### config.mk
export PLATFORM = sky130hd
export DESIGN_NAME = moving_average_collector
export DESIGN_NICKNAME = d
export VERILOG_FILES = /design/src/rtl/moving_average_collector.sv
export SDC_FILE = /design/constraint.sdc
export NUM_CORES = 1
export LEC_CHECK = 0
export CAP_MARGIN = 10
export CORE_MARGIN = 10
export CORE_UTILIZATION = 35
export CTS_CLUSTER_SIZE = 40
export DETAILED_ROUTE_END_ITERATION = 12
export SLEW_MARGIN = 20
export SYNTH_ARGS = -nofsm -noshare
export SYNTH_HDL_FRONTEND = slang
export SYNTH_SLANG_ARGS = --single-unit
### constraint.sdc
create_clock -name clk -period 4.1 [get_ports clk]
set_input_delay 0.615 -clock clk [delete_from_list [all_inputs] [get_ports clk]]
set_output_delay 0.615 -clock clk [all_outputs]
set_load 0.03 [all_outputs]
### src/rtl/moving_average_collector.sv
// Moving-average filter result collector: show-ahead FIFO with drop
// accounting and running min/max of accepted results.
module moving_average_collector #(
    parameter int DEPTH = 16,
    parameter int AW    = 4
) (
    input  logic               clk,
    input  logic               rst_n,
    input  logic               enable,
    input  logic               clear,
    input  logic signed [15:0] din,
    input  logic               din_pulse,
    output logic signed [15:0] dout,
    output logic               dout_valid,
    input  logic               dout_ready,
    output logic [AW:0]        fifo_level,
    output logic               overflow,
    output logic [7:0]         drop_cnt,
    output logic signed [15:0] min_val,
    output logic signed [15:0] max_val
);

    localparam logic [AW:0] FULL = (AW+1)'(DEPTH);

    logic signed [15:0] mem [DEPTH];
    logic [AW-1:0]      wr_ptr;
    logic [AW-1:0]      rd_ptr;
    logic               seen_first;
    logic               full;
    logic               pop;
    logic               push;
    logic               drop;

    assign dout_valid = (fifo_level != '0);
    assign dout       = dout_valid ? mem[rd_ptr] : '0;

    // A full FIFO still accepts a push when the head leaves in the same cycle.
    always_comb begin
        full = (fifo_level == FULL);
        pop  = dout_valid && dout_ready && !clear;
        push = enable && din_pulse && !clear && (!full || pop);
        drop = enable && din_pulse && !clear && full && !pop;
    end

    always_ff @(posedge clk) begin
        if (push) begin
            mem[wr_ptr] <= din;
        end
    end

    always_ff @(posedge clk or negedge rst_n) begin
        if (!rst_n) begin
            wr_ptr     <= '0;
            rd_ptr     <= '0;
            fifo_level <= '0;
        end else if (clear) begin
            wr_ptr     <= '0;
            rd_ptr     <= '0;
            fifo_level <= '0;
        end else begin
            if (push) begin
                wr_ptr <= wr_ptr + 1'b1;
            end
            if (pop) begin
                rd_ptr <= rd_ptr + 1'b1;
            end
            unique case (1'b1)
                push && !pop: fifo_level <= fifo_level + 1'b1;
                pop && !push: fifo_level <= fifo_level - 1'b1;
                default:      fifo_level <= fifo_level;
            endcase
        end
    end

    always_ff @(posedge clk or negedge rst_n) begin
        if (!rst_n) begin
            overflow <= 1'b0;
            drop_cnt <= '0;
        end else if (clear) begin
            overflow <= 1'b0;
            drop_cnt <= '0;
        end else if (drop) begin
            overflow <= 1'b1;
            if (drop_cnt != 8'hFF) begin
                drop_cnt <= drop_cnt + 1'b1;
            end
        end
    end

    always_ff @(posedge clk or negedge rst_n) begin
        if (!rst_n) begin
            seen_first <= 1'b0;
            min_val    <= '0;
            max_val    <= '0;
        end else if (clear) begin
            seen_first <= 1'b0;
            min_val    <= '0;
            max_val    <= '0;
        end else if (push) begin
            seen_first <= 1'b1;
            if (!seen_first) begin
                min_val <= din;
                max_val <= din;
            end else begin
                if (din < min_val) begin
                    min_val <= din;
                end
                if (din > max_val) begin
                    max_val <= din;
                end
            end
        end
    end

endmodule

==> qor.csv <==
metric;value;unit
synth_fp_nets;947;
ys_top_cells_by_area;edfxtp_1, dfrtp_1, mux4_2, mux2i_1, ha_1;
total_power;8870;uW
power_frac_seq;40.8;%
crit_path_end_kind;output pin;
area_delta_synth_final;22.5;%
track_usage;14.7;%
top_layer_used;met4;
port_buffers;84;
cts_sinks;311;
fp.dieH;214;microns
clk_latency;0.52;ns
wl_per_cell;22.2;microns
setup_tns;0;ns
die_w;214;microns
fin_crit;3.70;ns
clockBufferDepth;3;
dieArea;45900;sq um
syn_area_per_cell;14.9;sq um
yosysSeqAreaShare;68.6;%
cp_max_fo;26;
globalplace.congestion;0.829;
root_buffer;clkbuf_16;
hold_path.class;in2async;
wl_met3;1670;microns
cts_tree;built;
final_hold_viol_count;0;
maxCapViolations;0;
fin_nets;1074;
critPathKind;reg2out;
fin_skew;0.0206;ns
drive_gt1_share;15.2;%
grt_pass1_wl;51500;microns
start_util;35.3;%
final_cells;1548;
drc;0;
drtIter0Drc;589;
synthArstFlopShare;17.7;%
synth_top_area_share;58.2;%
synth_top_family_by_area;multiplexers;
setup_viol;0;
p_switching;2570;uW
worstPathRequired;3.48;ns
synth_most_common_cell;edfxtp_1;
rsz0062_at_grt;false;
place_inst;1488;
synth_edf_count;256;
maxSlewViolCount;0;
synth-xor-area-share;0.795;%
grt_max_degree;40;
combPwrFrac;26.4;%
wl_met2;17200;microns
clkTransAtPathRegs;0.06;ns
period_share;90.3;%
grt_overflow;0;
post_cts_resized;0;
core;37500;sq um
ys_top_cells_by_count;edfxtp_1, mux2i_1, nand2_1;
power_frac_clock;32.8;%
synth_compound_area_share;7.54;%
io_pins;85;
drt_pre_antenna_iters;5;
intPower;6300;uW
drtAntennaViolNets;0;
sw_frac_of_total;29.0;%
ys.flop_type;edfxtp_1;
wl_met1;14800;microns
leakage;0.00550;uW
post_cts_buffers;0;
h-tree-depth;2;
status;finished, final reports clean;
yosysUniqueCellTypes;51;
wirelength;34300;microns
ys_warn_count;0;
hold_buffers;0;
synthMuxAreaShare;10.7;%
n_antenna_cell;0;
ir_worst_vdd;0.259;mV
netlist_instances;886;
grt_pass1_vias;8038;
synth-adder-area-share;3.69;%
num_rows;71;
p_per_area;548;nW/um^2
fmax;270;MHz
yosys.area.top_type;edfxtp_1;
critPathArrivalTime;3.09;ns
tightestPinTransition;1.06;ns
antenna_found_initial;0;
synth-seq-cells;311;
cts_buffers;34;
relSlewSlack;29.6;%
vias_per_cell;5.09;
start_kind;flip-flop;
post-dp-hpwl;22100;microns
num_vias;7885;
synthSimpleGateAreaFrac;6.19;%
synth_area;13200;sq um
==> critical path: stages, from the launching register on <==
cell and delay (ns):
dfrtp_1 0.67, nand2b_1 0.29, buf_4 0.32, o221ai_1 0.31
o22ai_1 0.14, a211oi_1 0.61, buf_12 0.20
==> through the flow <==
step	setup WS (ns)	util, %	cell area, sq um	hold slack [ns]
floorplan	0.960	-	13200	0.319
global placement	0.769	40.4	15100	0.502
detailed placement	0.731	40.4	15100	0.515
CTS	0.336	43.2	16200	0.222
global route	0.189	43.2	16200	0.251
finish	0.398	43.2	16200	0.198
==> cell type report <==
| cell class | instances | area, sq um |
|---|---|---|
| clock inverters | 13 | 126 |
| repair buffers | 134 | 1410 |
| fillers | 3435 | 21300 |
| well taps | 511 | 639 |
| clock buffers | 47 | 921 |
| multi-input cells | 487 | 3860 |
| flip-flops and latches | 311 | 9070 |
| inverters | 45 | 169 |
==> power by group through the flow <==
stage | logic (uW) | registers (uW) | clock network (uW)
floorplan | 1270 | 3670 | 0
global placement | 2370 | 3680 | 0
detailed placement | 2380 | 3680 | 0
CTS | 2380 | 3620 | 2970
global route | 2490 | 3630 | 3080
finish | 2340 | 3620 | 2910
==> routing by layer <==
metal,vias to the layer above,GRT usage [%]
met5,-,0
met4,0,4.09
met3,40,2.67
met2,197,25.2
met1,3997,18.6
li1,3651,-
==> kinds of logic after synthesis <==
| logic type | Yosys count |
|---|---|
| DFF | 311 |
| buffers and inverters | 88 |
| and+or+nand+nor | 181 |
| xor gates and xnor gates | 12 |
| muxes | 101 |
| AOI/OAI and AO/OA | 154 |
| adders and majority gates | 39 |
==> path summary, 6_finish.rpt <==
kind / startpoint / to / slack [ns] / cells after the start
worst max register to register: fifo_level[2] / mem[14][12] / 1.12 / 6
worst min-delay path: rst_n / drop_cnt[0] / 0.20 / 1
worst max-delay path: rd_ptr[2] / dout[12] / 0.40 / 6
min in group clk: overflow / overflow / 0.52 / 2
worst min register to register: overflow / overflow / 0.52 / 2
max in group asynchronous: rst_n / rd_ptr[0] / 3.06 / 2
==> placed cells by master (no fill, tap or decap), types with 2 or more instances in the layout <==
| cell type | instances |
|---|---|
| buf_4 | 47 |
| bufinv_16 | 2 |
| nand2_1 | 63 |
| a21oi_1 | 23 |
| buf_12 | 19 |
| nor2_1 | 52 |
| and3_1 | 3 |
| xor2_1 | 8 |
| mux4_2 | 32 |
| nor3_2 | 4 |
| clkinv_1 | 6 |
| mux2i_1 | 69 |
| o21ai_0 | 46 |
| clkdlybuf4s50_1 | 67 |
| clkbuf_16 | 35 |
| o221ai_1 | 16 |
| or3_1 | 3 |
| nand2b_1 | 3 |
| nor2_2 | 5 |
| edfxtp_1 | 256 |
| ha_1 | 39 |
| o211ai_1 | 2 |
| clkbuf_1 | 12 |
| xnor2_1 | 4 |
| a31oi_1 | 2 |
| and2_1 | 9 |
| a21o_1 | 2 |
| nand4_1 | 6 |
| a211oi_1 | 20 |
| nand3_1 | 22 |
| clkinv_2 | 3 |
| nor3_1 | 3 |
| nor4_1 | 2 |
| inv_1 | 45 |
| dfrtp_1 | 54 |
| o22ai_1 | 29 |
==> sequential cells by signal, indices dropped and copies added, names as in the netlist <==
name and flops:
mem 256, seen_first 1, min_val 16, max_val 16
fifo_level 5, rd_ptr 4, overflow 1, wr_ptr 4
drop_cnt 8
Power figures use the tool's default switching activity.
